--- src/rtl/game_pkg.sv ---
// Shared constants and types for the BCD score counter.
package game_pkg;

  localparam int DIGIT_W    = 4;
  localparam int NUM_DIGITS = 4;
  localparam int SCORE_W    = DIGIT_W * NUM_DIGITS;

  typedef enum logic [1:0] {
    ST_IDLE = 2'b00,
    ST_RUN  = 2'b01,
    ST_OVER = 2'b10
  } state_e;

endpackage

--- src/rtl/bcd_digit_addsub.sv ---
// One BCD digit of add/subtract with decimal carry/borrow; chained to form a multi-digit unit.
module bcd_digit_addsub
  import game_pkg::*;
(
  input  logic [DIGIT_W-1:0] a_i,
  input  logic [DIGIT_W-1:0] b_i,
  input  logic               cin_i,
  input  logic               sub_i,
  output logic [DIGIT_W-1:0] s_o,
  output logic               cout_o
);

  logic [DIGIT_W:0] raw;
  logic [DIGIT_W:0] adj;

  // Binary add/sub, then decimal correction: +6 past 9 on add, +10 (mod 16) on underflow for sub.
  always_comb begin
    raw    = '0;
    adj    = '0;
    s_o    = '0;
    cout_o = 1'b0;
    if (!sub_i) begin
      raw = {1'b0, a_i} + {1'b0, b_i} + {{DIGIT_W{1'b0}}, cin_i};
      adj = raw + (DIGIT_W+1)'(6);
      if (raw > (DIGIT_W+1)'(9)) begin
        s_o    = adj[DIGIT_W-1:0];
        cout_o = 1'b1;
      end else begin
        s_o    = raw[DIGIT_W-1:0];
      end
    end else begin
      raw = {1'b0, a_i} - {1'b0, b_i} - {{DIGIT_W{1'b0}}, cin_i};
      adj = raw + (DIGIT_W+1)'(10);
      if (raw[DIGIT_W]) begin
        s_o    = adj[DIGIT_W-1:0];
        cout_o = 1'b1;
      end else begin
        s_o    = raw[DIGIT_W-1:0];
      end
    end
  end

endmodule

--- src/rtl/bcd_score_counter.sv ---
// Game score counter: packed-BCD score with saturating add, floored penalty and session best.
module bcd_score_counter
  import game_pkg::*;
#(
  parameter logic [SCORE_W-1:0] MAX_BCD    = 16'h9999,
  parameter bit                 PENALTY_EN = 1'b1
) (
  input  logic               clk,
  input  logic               rst,
  input  logic               start,
  input  logic               hit,
  input  logic [DIGIT_W-1:0] pts,
  input  logic               miss,
  input  logic               over,
  output logic [SCORE_W-1:0] score,
  output logic [SCORE_W-1:0] best,
  output logic [1:0]         state,
  output logic               new_best
);

  state_e             state_q, state_d;
  logic [SCORE_W-1:0] score_q, score_d;
  logic [SCORE_W-1:0] best_q, best_d;
  logic               new_best_q, new_best_d;

  // Single shared arithmetic chain: hit adds pts, otherwise subtract 1 (the penalty).
  logic [NUM_DIGITS-1:0][DIGIT_W-1:0] opnd;
  logic [NUM_DIGITS-1:0][DIGIT_W-1:0] res;
  logic [NUM_DIGITS:0]                cy;
  logic                               sub;
  logic [SCORE_W-1:0]                 add_sat;
  logic [SCORE_W-1:0]                 sub_flr;

  assign sub   = ~hit;
  assign cy[0] = 1'b0;

  // Operand is a single low digit; upper digits only propagate carry/borrow.
  always_comb begin
    opnd    = '0;
    opnd[0] = hit ? pts : DIGIT_W'(1);
  end

  for (genvar g = 0; g < NUM_DIGITS; g++) begin : g_dig
    bcd_digit_addsub u_dig (
      .a_i   (score_q[g*DIGIT_W +: DIGIT_W]),
      .b_i   (opnd[g]),
      .cin_i (cy[g]),
      .sub_i (sub),
      .s_o   (res[g]),
      .cout_o(cy[g+1])
    );
  end

  // Clamp: carry out of the top digit or exceeding the ceiling saturates; borrow out floors at zero.
  always_comb begin
    add_sat = (cy[NUM_DIGITS] || (res > MAX_BCD)) ? MAX_BCD : res;
    sub_flr = cy[NUM_DIGITS] ? '0 : res;
  end

  // Next-state logic: over beats start beats hit beats miss in RUN.
  always_comb begin
    state_d    = state_q;
    score_d    = score_q;
    best_d     = best_q;
    new_best_d = new_best_q;
    case (state_q)
      ST_IDLE: begin
        score_d = '0;
        if (start && !over) begin
          state_d    = ST_RUN;
          new_best_d = 1'b0;
        end
      end
      ST_RUN: begin
        if (over) begin
          state_d = ST_OVER;
          if (score_q > best_q) begin
            best_d     = score_q;
            new_best_d = 1'b1;
          end else begin
            new_best_d = 1'b0;
          end
        end else if (start) begin
          score_d = '0;
        end else if (hit) begin
          if (pts <= DIGIT_W'(9)) score_d = add_sat;
        end else if (miss && PENALTY_EN) begin
          score_d = sub_flr;
        end
      end
      ST_OVER: begin
        if (start && !over) begin
          state_d    = ST_RUN;
          score_d    = '0;
          new_best_d = 1'b0;
        end
      end
      default: begin
        state_d    = ST_IDLE;
        score_d    = '0;
        new_best_d = 1'b0;
      end
    endcase
  end

  // State registers; reset clears the session best as well.
  always_ff @(posedge clk or posedge rst) begin
    if (rst) begin
      state_q    <= ST_IDLE;
      score_q    <= '0;
      best_q     <= '0;
      new_best_q <= 1'b0;
    end else begin
      state_q    <= state_d;
      score_q    <= score_d;
      best_q     <= best_d;
      new_best_q <= new_best_d;
    end
  end

  assign score    = score_q;
  assign best     = best_q;
  assign state    = state_q;
  assign new_best = new_best_q;

endmodule
--- config.mk ---
export PLATFORM = sky130hd
export DESIGN_NAME = bcd_score_counter
export DESIGN_NICKNAME = d
export VERILOG_FILES = /design/src/rtl/game_pkg.sv /design/src/rtl/bcd_digit_addsub.sv /design/src/rtl/bcd_score_counter.sv
export SDC_FILE = /design/constraint.sdc
export NUM_CORES = 1
export LEC_CHECK = 0
export CELL_PAD_IN_SITES_DETAIL_PLACEMENT = 2
export CELL_PAD_IN_SITES_GLOBAL_PLACEMENT = 2
export CORE_MARGIN = 3
export CORE_UTILIZATION = 30
export DETAILED_ROUTE_END_ITERATION = 10
export PLACE_DENSITY = 0.68
export SETUP_SLACK_MARGIN = 0.5
export SLEW_MARGIN = 25
export SYNTH_ARGS = -nofsm -noshare
export SYNTH_HDL_FRONTEND = slang
export SYNTH_SLANG_ARGS = --single-unit
--- constraint.sdc ---
create_clock -name clk -period 8.72 [get_ports clk]
set_clock_uncertainty 0.1 [all_clocks]
set_input_delay 1.744 -clock clk [delete_from_list [all_inputs] [get_ports clk]]
set_output_delay 1.744 -clock clk [all_outputs]
set_load 0.05 [all_outputs]
==> reports/qor_table.md, run 1 <==
| Quantity | Value |
| --- | --- |
| Insertion delay to the later sink of the worst-skew pair | 0.28 ns |
| Clock H-tree levels | 2 |
| Mean post-synth cell area | 8.549 um^2 |
| Multi-input gate area | 2734 um^2 |
| FMAX | 0.1260 GHz |
| Setup TNS Final | 0 ns |
| Wire length of the first global-routing pass | 20.83 mm |
| Synthesis warning total | 0 |
| Pin count of the biggest net entering global routing | 36 |
| Syn Nets | 473 |
| CP max-delay cell | sky130_fd_sc_hd__or3_1 |
| Fraction of registers with async set/reset | 100.0% |
| Clk sinks | 35 |
| Rows | 39 |
| First-pass iteration count of the detailed router | 4 |
| Portion of synthesized cell area occupied by the leading cell type | 24.51% |
| Number of DRC violations after detailed routing | 0 |
| Final worst path period share | 91.05% |
| Detailed router's first-iteration violation count | 152 |
| Shortest clock period the worst path allows after layout | 7.939 ns |
| Area taken by flip-flops and latches | 875.8 um^2 |
| Final Util | 43.04% |
| Critical Path Max Stage Delay | 0.40 ns |
| Largest buffer count on any clock path | 2 |
| Total detailed-routing wirelength | 13.42 mm |
| Largest driver fanout on the critical path | 8 |
| Overflow after GRT | 0 |
| Via count of the first global-routing pass | 3795 |
| Max-Slew Margin vs Limit | 44.92% |
| Fraction of the yosys area taken by sequential cells | 24.51% |
| Detailed-route via count | 3498 |
| Power density over cell area | 153.5 nW/um^2 |
| Number of unique standard cell types used by synthesis | 72 |
| Antenna Nets Post-Route | 0 |
| Synth area leaders | sky130_fd_sc_hd__dfrtp_1 (25%), sky130_fd_sc_hd__ha_1 (15%), sky130_fd_sc_hd__inv_1 (4.7%) |
| Worst Setup Slack, final | 0.7806 ns |
| EDFF count, synth | 0 |
| Number of standard cells after synthesis | 418 |
| DR WL/cell | 20.87 um |
| Kind of start point of the critical path | input port |
| Proportion of layout cells with a drive suffix above 1 | 24.20% |
| Count of boundary I/O pins | 45 |
| Peak ir drop on the vdd network | 0.06813 mV |
| IO buf count | 44 |
| Clock-pin slew reported for the worst setup and hold paths after clock tree synthesis | 0.06 ns |
| Fill cell total of the finished layout | 1285 |
| Placed inst area | 4379 um^2 |
| RSZ-0062 raised after global routing | no |
| Buffer type at the clock tree root | sky130_fd_sc_hd__clkbuf_16 |
| Cell area after synthesis | 3573 um^2 |
| Total CTS buffers | 5 |
| Starting density of the core | 31.03% |
| Die Wd | 115.1 um |
| Layout Cell Area excl Fill | 4956 um^2 |
| Number of antenna violations at the first check in global routing | 0 |
| Number of max-capacitance violations reported | 0 |
| Leakage component of the power | 2.313 nW |
| Antenna cell count | 0 |
| Via-to-Cell Ratio | 5.440 |
| Placeable core region | 11520 um^2 |
| Number of pins exceeding their max-slew limit in the final report | 0 |
| DP Wirelength | 9.998 mm |
| Relative area change from synthesis to final layout | 38.69% |
| Transition at the pin with the smallest max-transition slack | 0.8262 ns |
| GRT Overall Usage | 19.88% |
| Most common flop cell mapped by yosys | sky130_fd_sc_hd__dfrtp_1 |
| Worst Hold Class | flop to flop |
| Tot Pwr | 0.7608 mW |
| Cell type contributing the most total cell area after synthesis | sky130_fd_sc_hd__dfrtp_1 |
| Pre-CTS WS | -0.2377 ns |
| Capturing element type of the critical path | flop |
| Crit Path Category | input port to flop |
| CP Data Required Time | 8.77 ns |
| Weighted congestion reported at the end of routability-driven placement | 0.8157 |
| Total of flip-flops plus latches after synthesis | 35 |
| Outcome | finished, final reports clean |
| Cell mode on critical path | sky130_fd_sc_hd__ha_4 |
| Chip height | 115.1 um |
| Data arrival at the endpoint of the critical path | 7.99 ns |
| Number of nets in the finished design | 554 |
| DIE AREA | 13260 um^2 |
| Clock tree from TritonCTS | done |
| Final-report setup violation count | 0 |
| Number of hold-slack violations in the final timing report | 0 |
==> sequential cells by signal, indices dropped and copies added, names as in the netlist <==
name and cells:
best 16, score 16, state 2, new_best 1
==> synthesized netlist by cell type, types with 3 or more instances <==
master / n
sky130_fd_sc_hd__a211o_1: 4
sky130_fd_sc_hd__a211oi_1: 6
sky130_fd_sc_hd__a21o_1: 7
sky130_fd_sc_hd__a21oi_1: 32
sky130_fd_sc_hd__a221o_1: 6
sky130_fd_sc_hd__a22o_1: 3
sky130_fd_sc_hd__a31oi_1: 4
sky130_fd_sc_hd__a32o_1: 4
sky130_fd_sc_hd__a32oi_1: 3
sky130_fd_sc_hd__and2_1: 3
sky130_fd_sc_hd__and3_1: 3
sky130_fd_sc_hd__buf_2: 5
sky130_fd_sc_hd__clkbuf_1: 11
sky130_fd_sc_hd__dfrtp_1: 35
sky130_fd_sc_hd__ha_1: 43
sky130_fd_sc_hd__inv_1: 45
sky130_fd_sc_hd__mux2_2: 9
sky130_fd_sc_hd__mux2i_1: 10
sky130_fd_sc_hd__nand2_1: 24
sky130_fd_sc_hd__nand2b_1: 13
sky130_fd_sc_hd__nand3_1: 7
sky130_fd_sc_hd__nand4_1: 6
sky130_fd_sc_hd__nor2_1: 23
sky130_fd_sc_hd__nor2b_1: 11
sky130_fd_sc_hd__nor3_1: 8
sky130_fd_sc_hd__nor4_1: 3
sky130_fd_sc_hd__o211ai_1: 5
sky130_fd_sc_hd__o21ai_0: 12
sky130_fd_sc_hd__o21ai_1: 5
sky130_fd_sc_hd__or2_1: 3
sky130_fd_sc_hd__or2_2: 3
sky130_fd_sc_hd__or3_1: 3
sky130_fd_sc_hd__xnor2_1: 8
sky130_fd_sc_hd__xor2_1: 6
==> cell families (layout without fill, tap and decap cells) <==
group / after synthesis / after routing / share of synthesized area, %
buffers and inverters: 66 / 148 / 7.318
adder cells (fa/ha/maj): 45 / 45 / 16.18
XOR/XNOR: 15 / 15 / 4.062
AO/OA/AOI/OAI: 118 / 118 / 24.23
multiplexers: 20 / 20 / 6.057
AND/OR/NAND/NOR: 119 / 119 / 17.65
flip-flops: 35 / 35 / 24.51
==> power breakdown <==
group / internal [mW] / switching (mW) / total (mW)
logic: 0.147 / 0.203 / 0.350
registers: 0.174 / 0.0228 / 0.197
clock network: 0.142 / 0.0714 / 0.214
total: 0.463 / 0.297 / 0.761
==> per-layer routing <==
metal | wire length [um] | vias to the layer above | GRT usage (%)
li1 | - | 1667 | -
met1 | 6303 | 1768 | 27.05
met2 | 6752 | 56 | 35.30
met3 | 303 | 7 | 1.842
met4 | 59 | 0 | 2.191
met5 | 0 | - | 0
==> stage by stage <==
stage	hold WS (ns)	std cells
floorplan	0.6807	418
finish	0.4334	643
global placement	0.3981	607
CTS	0.4322	627
global route	0.4666	643
detailed placement	0.4164	607
==> worst max-delay path, delay by kind of cell <==
kind	cells	cell delay (ns)
buf+inv	4	0.47
fa+ha+maj	8	1.88
xor+xnor	1	0.10
simple gates	10	1.68
compound gates	11	1.81
mux	1	0.28
==> area by class of cell <==
cell class	instances	area share, %
multi-input cells	317	55.16
flip-flops and latches	35	17.67
repair buffers	93	16.49
well taps	143	3.610
inverters	47	3.560
clock buffers	6	2.802
clock inverters	2	0.7069
==> placed cells by master, fill, tap and decap left out, drive strengths merged, types with 4 or more instances in the layout <==
cell type,n
nand2b,13
a211oi,7
a21oi,33
inv,47
mux2i,10
clkbuf,7
nand2,24
o21ai,18
dfrtp,35
nor2b,11
clkdlybuf4s50,40
o211ai,5
buf,49
nor2,24
nor3,8
or2,6
xor2,6
a21o,7
a211o,4
mux2,10
a31oi,4
nand4,6
ha,43
a221o,6
xnor2,8
nand3,7
a32o,4
==> worst paths after layout <==
path,start,end,slack (ns),depth (start not counted)
max,pts[0],score[15],0.78,35
max reg2reg,score[0],score[15],1.81,34
max in group asynchronous,rst,score[8],6.38,3
min reg2reg,best[2],best[2],0.43,1
min,best[2],best[2],0.43,1
min in group asynchronous,rst,best[8],1.79,3
==> what timing repair did <==
action,in CTS,in global routing
buffers inserted,12,16
pin swaps,12,20
resized for setup,23,21
cloned,0,0
hold buffers,0,0
endpoints found under the setup margin,16,16
No activity file was read; power rests on OpenSTA's default activity.
==> inputs of run 2 (changes only) <==
- CTS_CLUSTER_SIZE: default -> 12
- GPL_TIMING_DRIVEN: default -> 0
==> run 2 against run 1 <==
  * The flow now finishes with violations (setup timing)
  * Total power is 14% higher
  * Non-clock buffer count is 79 higher
  * Clock-buffer cell count rose by 2
  * Critical path depth up 4
  * Sequential share of layout area shrank 2.4 points
  * Flip-flop and latch count unchanged
  * Cell count rose by 12%
  * Wire length up 38%
  * Via count grew 15%
  * Largest power group unchanged
==> reports/qor_table.md, run 2 (synthesized netlist as in run 1, its figures left out) <==
| Quantity | Value |
| --- | --- |
| R2r setup slk | 1.17 ns |
| Post-Layout Cell Count | 722 |
| Pin count of the biggest net entering global routing | 22 |
| Clk sinks | 35 |
| Gate family responsible for the most delay along the worst path | adder cells |
| Total detailed-routing wirelength | 18.56 mm |
| Antenna cell count | 0 |
| Final-report setup violation count | 16 |
| Critical Path Max Stage Delay | 0.50 ns |
| Chip height | 115.1 um |
| Fill cell total of the finished layout | 1227 |
| Number of placed cells counting well taps | 606 |
| Max-Slew Margin vs Limit | 14.75% |
| Detailed router's first-iteration violation count | 215 |
| Path length in cells of the critical path | 39 |
| Most common library cell in the layout ignoring fill and taps | sky130_fd_sc_hd__buf_4 |
| Last element of the critical path | score[3] |
| FMAX | 0.1113 GHz |
| Power density over cell area | 151.8 nW/um^2 |
| Antenna Nets Post-Route | 0 |
| Clock H-tree levels | 2 |
| Number of nets in the finished design | 633 |
| Leakage component of the power | 2.657 nW |
| Insertion delay to the later sink of the worst-skew pair | 0.29 ns |
| Buffering stage count on the worst path with inverters included | 12 |
| Most frequent cells in the layout | sky130_fd_sc_hd__buf_4 (100), sky130_fd_sc_hd__clkdlybuf4s50_1 (41), sky130_fd_sc_hd__inv_1 (39) |
| Largest driver fanout on the critical path | 8 |
| Via-to-Cell Ratio | 5.550 |
| Largest buffer count on any clock path | 2 |
| Number of buffers inserted for hold repair after clock tree synthesis | 0 |
| Crit Path Category | input port to flop |
| Data arrival at the endpoint of the critical path | 9.05 ns |
| Pre-CTS WS | -1.465 ns |
| Placeable core region | 11520 um^2 |
| First-pass iteration count of the detailed router | 4 |
| Outcome | finished with violations |
| Endpoint of the worst register-to-register path | score[3] |
| Number of max-capacitance violations reported | 0 |
| Multi-input gate area | 2868 um^2 |
| Proportion of layout cells with a drive suffix above 1 | 34.72% |
| Number of DRC violations after detailed routing | 0 |
| Critical Path Start | hit |
| Die Wd | 115.1 um |
| Starting density of the core | 31.03% |
| Weighted congestion reported at the end of routability-driven placement | 0.8179 |
| WHS Path Cells | 2 |
| Reg2reg start | score[0] |
| DIE AREA | 13260 um^2 |
| Worst Setup Slack, final | -0.2670 ns |
| Count of boundary I/O pins | 45 |
| Number of hold-slack violations in the final timing report | 0 |
| Relative area change from synthesis to final layout | 60.54% |
| Capturing element type of the critical path | flop |
| Peak ir drop on the vdd network | 0.07492 mV |
| CP Data Required Time | 8.78 ns |
| Clock-pin slew reported for the worst setup and hold paths after clock tree synthesis | 0.06 ns |
| GRT Overall Usage | 25.46% |
| CP max-delay cell | sky130_fd_sc_hd__or4_4 |
| Cell mode on critical path | sky130_fd_sc_hd__ha_4 |
| Shortest clock period the worst path allows after layout | 8.987 ns |
| Buffer type at the clock tree root | sky130_fd_sc_hd__clkbuf_16 |
| IO buf count | 44 |
| RSZ-0062 raised after global routing | yes |
| Violated checks | setup timing |
| Worst Hold Class | flop to flop |
| Wire length of the first global-routing pass | 25.89 mm |
| DR WL/cell | 25.71 um |
| Total CTS buffers | 5 |
| Number of pins exceeding their max-slew limit in the final report | 0 |
| Overflow after GRT | 0 |
| Clock tree from TritonCTS | done |
| Rows | 39 |
| Via count of the first global-routing pass | 4348 |
| Kind of start point of the critical path | input port |
| Tightest hold margin | 0.4099 ns |
| DP Wirelength | 10.02 mm |
| Final worst path period share | 103.1% |
| Area taken by flip-flops and latches | 875.8 um^2 |
| Transition at the pin with the smallest max-transition slack | 1.246 ns |
| Number of antenna violations at the first check in global routing | 0 |
| Detailed-route via count | 4007 |
| Logic depth of the worst register-to-register path | 34 |
==> run 2: cell count changes in the layout (fill, tap and decap cells not counted), sizes merged <==
cell           delta
clkdlybuf4s50     +1
clkinvlp          +1
inv               -1
buf              +69
bufinv            -1
clkbuf           +12
dlymetal6s2s      -2
clkinv            -1
dlygate4sd2       +1
==> run 2: routing by layer <==
metal  global-route usage (%)  wire [um]  vias up
met5                        0          0        -
met4                    5.556        619        0
met3                    2.263        525       37
met2                    46.76       9908      102
met1                    32.28       7507     2037
li1                         -          -     1831
==> run 2: where the power goes <==
part / internal (mW) / leakage [nW] / total (mW) / switching (mW)
clock: 0.122 / 0.0772 / 0.199 / 0.0768
sequential: 0.174 / 0.441 / 0.193 / 0.0183
combinational: 0.217 / 2.14 / 0.479 / 0.263
total: 0.513 / 2.66 / 0.871 / 0.358
==> run 2: area by class of cell <==
type | instances | share of cell area [%]
Multi-Input combinational cell | 317 | 49.99
Timing Repair Buffer | 153 | 23.08
Sequential cell | 35 | 15.27
Inverter | 47 | 3.141
Tap cell | 143 | 3.119
Clock buffer | 8 | 2.726
Buffer | 19 | 2.683
==> run 2: worst min path at each step <==
stage,endpoint,startpoint
6_report,new_best,new_best
5_1_grt,new_best,new_best
4_1_cts,new_best,new_best
3_5_place_dp,new_best,new_best
3_3_place_gp,new_best,new_best
2_1_floorplan,new_best,new_best
==> run 2: worst register-to-register path, delay by kind of cell, from the launching register on <==
family,cells,cell delay [ns]
AOI/OAI and AO/OA,11,2.04
adders and majority gates,9,2.24
and+or+nand+nor,6,1.57
buffers and inverters,8,0.98
DFF,1,0.49
==> run 2: per-stage QoR <==
step / cell area [um^2] / setup TNS (ns) / util, % / total power, mW
floorplan: 3726 / 0 / - / 0.4044
detailed placement: 4373 / -21.55 / 37.97 / 0.5002
finish: 5737 / -3.131 / 49.82 / 0.8709
CTS: 5384 / 0 / 46.75 / 0.7867
global route: 5737 / -6.469 / 49.82 / 0.9098
global placement: 4345 / -18.64 / 37.73 / 0.4868
==> run 2: what timing repair did <==
| item | 4_1_cts | 5_1_grt |
|---|---|---|
| pin swaps | 27 | 41 |
| setup endpoints to repair | 16 | 16 |
| endpoints found under the hold margin | 0 | 0 |
| cloned | 0 | 0 |
| buffers inserted | 88 | 20 |
| gates resized for setup | 42 | 37 |
==> inputs of run 3 (changes only) <==
- CORE_UTILIZATION: 30 -> 34
- PLACE_DENSITY: 0.68 -> 0.77
- clock period: 8.72 -> 9.35 ns (I/O delays scaled with it)
==> run 3 against run 2 <==
  * The flow now finishes without violations
  * Design area shrank 11%
  * First-iteration DRC count grew 6.0%
  * Cell count shrank 10%
  * Core utilization grew 1.0 points
  * Combinational power shrank 22%
  * Critical endpoint unchanged
  * Sequential power shrank 6%
==> reports/qor_table.md, run 3 (synthesized netlist as in run 1, its figures left out) <==
| Quantity | Value |
| --- | --- |
| Outcome | finished, final reports clean |
| Switching pwr | 0.3125 mW |
| Wire length of the first global-routing pass | 22.76 mm |
| IO buf count | 44 |
| CP Data Required Time | 9.43 ns |
| RSZ-0062 raised after global routing | yes |
| Count of boundary I/O pins | 45 |
| GRT Overall Usage | 24.84% |
| Proportion of layout cells with a drive suffix above 1 | 25.39% |
| Largest buffer count on any clock path | 2 |
| CP max-delay cell | sky130_fd_sc_hd__fa_2 |
| Pin count of the biggest net entering global routing | 26 |
| Kind of start point of the critical path | input port |
| Worst Hold Class | flop to flop |
| Relative area change from synthesis to final layout | 42.26% |
| Clock Power Share | 21.8% |
| Number of buffers inserted for hold repair after clock tree synthesis | 0 |
| Power density over cell area | 139.7 nW/um^2 |
| Data arrival at the endpoint of the critical path | 9.21 ns |
| Internal cell power | 0.3976 mW |
| Rows | 36 |
| Power share of the sequential group | 25.6% |
| Critical Path Max Stage Delay | 0.35 ns |
| Shortest clock period the worst path allows after layout | 9.134 ns |
| Number of nets in the finished design | 570 |
| Antenna Nets Post-Route | 0 |
| Number of antenna violations at the first check in global routing | 0 |
| Most frequent cells in the layout | sky130_fd_sc_hd__clkdlybuf4s50_1 (43), sky130_fd_sc_hd__inv_1 (42), sky130_fd_sc_hd__buf_4 (41) |
| Clock H-tree levels | 2 |
| Max-Slew Margin vs Limit | 35.03% |
| Chip height | 108.5 um |
| First-pass iteration count of the detailed router | 4 |
| Capturing element type of the critical path | flop |
| Number of DRC violations after detailed routing | 0 |
| Number of hold-slack violations in the final timing report | 0 |
| DIE AREA | 11780 um^2 |
| Weighted congestion reported at the end of routability-driven placement | 0.8693 |
| Insertion delay to the later sink of the worst-skew pair | 0.31 ns |
| Clock tree from TritonCTS | done |
| Via-to-Cell Ratio | 5.992 |
| Starting density of the core | 35.74% |
| Antenna cell count | 0 |
| Die Wd | 108.5 um |
| Peak ir drop on the vdd network | 0.05759 mV |
| Detailed-route via count | 3889 |
| Number of pins exceeding their max-slew limit in the final report | 0 |
| Placeable core region | 10000 um^2 |
| Via count of the first global-routing pass | 4071 |
| Most common library cell in the layout ignoring fill and taps | sky130_fd_sc_hd__clkdlybuf4s50_1 |
| FMAX | 0.1095 GHz |
| Total CTS buffers | 5 |
| Overflow after GRT | 0 |
| Largest driver fanout on the critical path | 8 |
| DR WL/cell | 28.14 um |
| Leakage component of the power | 2.331 nW |
| Comb pwr share | 52.6% |
| Final Util | 50.84% |
| Clock-pin slew reported for the worst setup and hold paths after clock tree synthesis | 0.09 ns |
| Clk sinks | 35 |
| DP Wirelength | 9.916 mm |
| Tot Pwr | 0.7102 mW |
| Number of max-capacitance violations reported | 0 |
| Transition at the pin with the smallest max-transition slack | 0.9500 ns |
| Total detailed-routing wirelength | 18.27 mm |
| Switching Share | 44.01% |
| Final worst path period share | 97.69% |
| Buffer type at the clock tree root | sky130_fd_sc_hd__clkbuf_8 |
| Crit Path Category | input port to flop |
| Detailed router's first-iteration violation count | 228 |
| Final-report setup violation count | 0 |
| Cell mode on critical path | sky130_fd_sc_hd__ha_4 |
==> run 3: changes by cell type in the layout (fill, tap and decap cells not counted), sizes merged <==
cell	previous run	this run
clkinv	0	1
inv	46	47
dlygate4sd2	1	0
dlymetal6s2s	1	0
clkdlybuf4s50	41	43
buf	118	55
clkbuf	19	17
bufinv	0	1
clkinvlp	1	0
==> run 3: layout make-up <==
type	count	area, um^2
Inverter	47	176.4
Clock buffer	6	82.58
Buffer	19	146.4
Clock inverter	2	35.03
Timing Repair Buffer	90	823.3
Multi-Input combinational cell	317	2778
Sequential cell	35	875.8
Fill cell	1045	4916
Tap cell	133	166.4
==> run 3: path summary, 6_finish.rpt <==
| path | startpoint | slack [ns] | to | depth (start not counted) |
|---|---|---|---|---|
| max | hit | 0.22 | score[3] | 42 |
| min | best[1] | 0.46 | best[1] | 1 |
| max reg2reg | score[1] | 1.75 | score[3] | 35 |
| min reg2reg | best[1] | 0.46 | best[1] | 1 |
| max in group asynchronous | rst | 6.95 | score[0] | 3 |
| min in group asynchronous | rst | 1.74 | best[11] | 2 |
==> run 3: routing by layer <==
layer	vias up	track usage, %	part of all wire (%)
li1	1702	-	-
met1	2025	32.92	41
met2	125	43.78	52
met3	37	2.328	4.8
met4	0	5.320	2.5
met5	-	0	0
==> run 3: power groups by stage <==
stage	clock network, mW	logic [mW]	registers, mW
final	0.155	0.374	0.182
after global routing	0.162	0.396	0.183
after CTS	0.148	0.311	0.179
after detailed placement	0	0.276	0.181
after global placement	0	0.264	0.180
after floorplan	0	0.154	0.216
==> run 3: what timing repair did <==
item	CTS	global route
buffers inserted	29	16
pin swaps	26	28
endpoints found under the setup margin	16	16
gates resized for setup	53	28
gates cloned	0	0
==> run 3: stage by stage <==
| step | area (um^2) | setup TNS, ns | hold slack [ns] | instances | worst slack [ns] |
|---|---|---|---|---|---|
| finish | 5084 | 0 | 0.4619 | 649 | 0.2160 |
| CTS | 4821 | 0 | 0.4515 | 633 | 0.5596 |
| global route | 5084 | -0.09416 | 0.4703 | 649 | -0.04859 |
| detailed placement | 4230 | -23.41 | 0.4333 | 596 | -1.604 |
| global placement | 4210 | -18.50 | 0.3877 | 595 | -1.277 |
| floorplan | 3603 | 0 | 0.6807 | 418 | 0.5083 |
==> run 3: critical path, delay by kind of cell <==
kind / cells / cell delay (ns)
adder cells (fa/ha/maj): 9 / 2.07
AO/OA/AOI/OAI: 10 / 2.00
AND/OR/NAND/NOR: 11 / 1.54
buffers and inverters: 10 / 1.25
multiplexers: 1 / 0.28
XOR/XNOR: 1 / 0.20
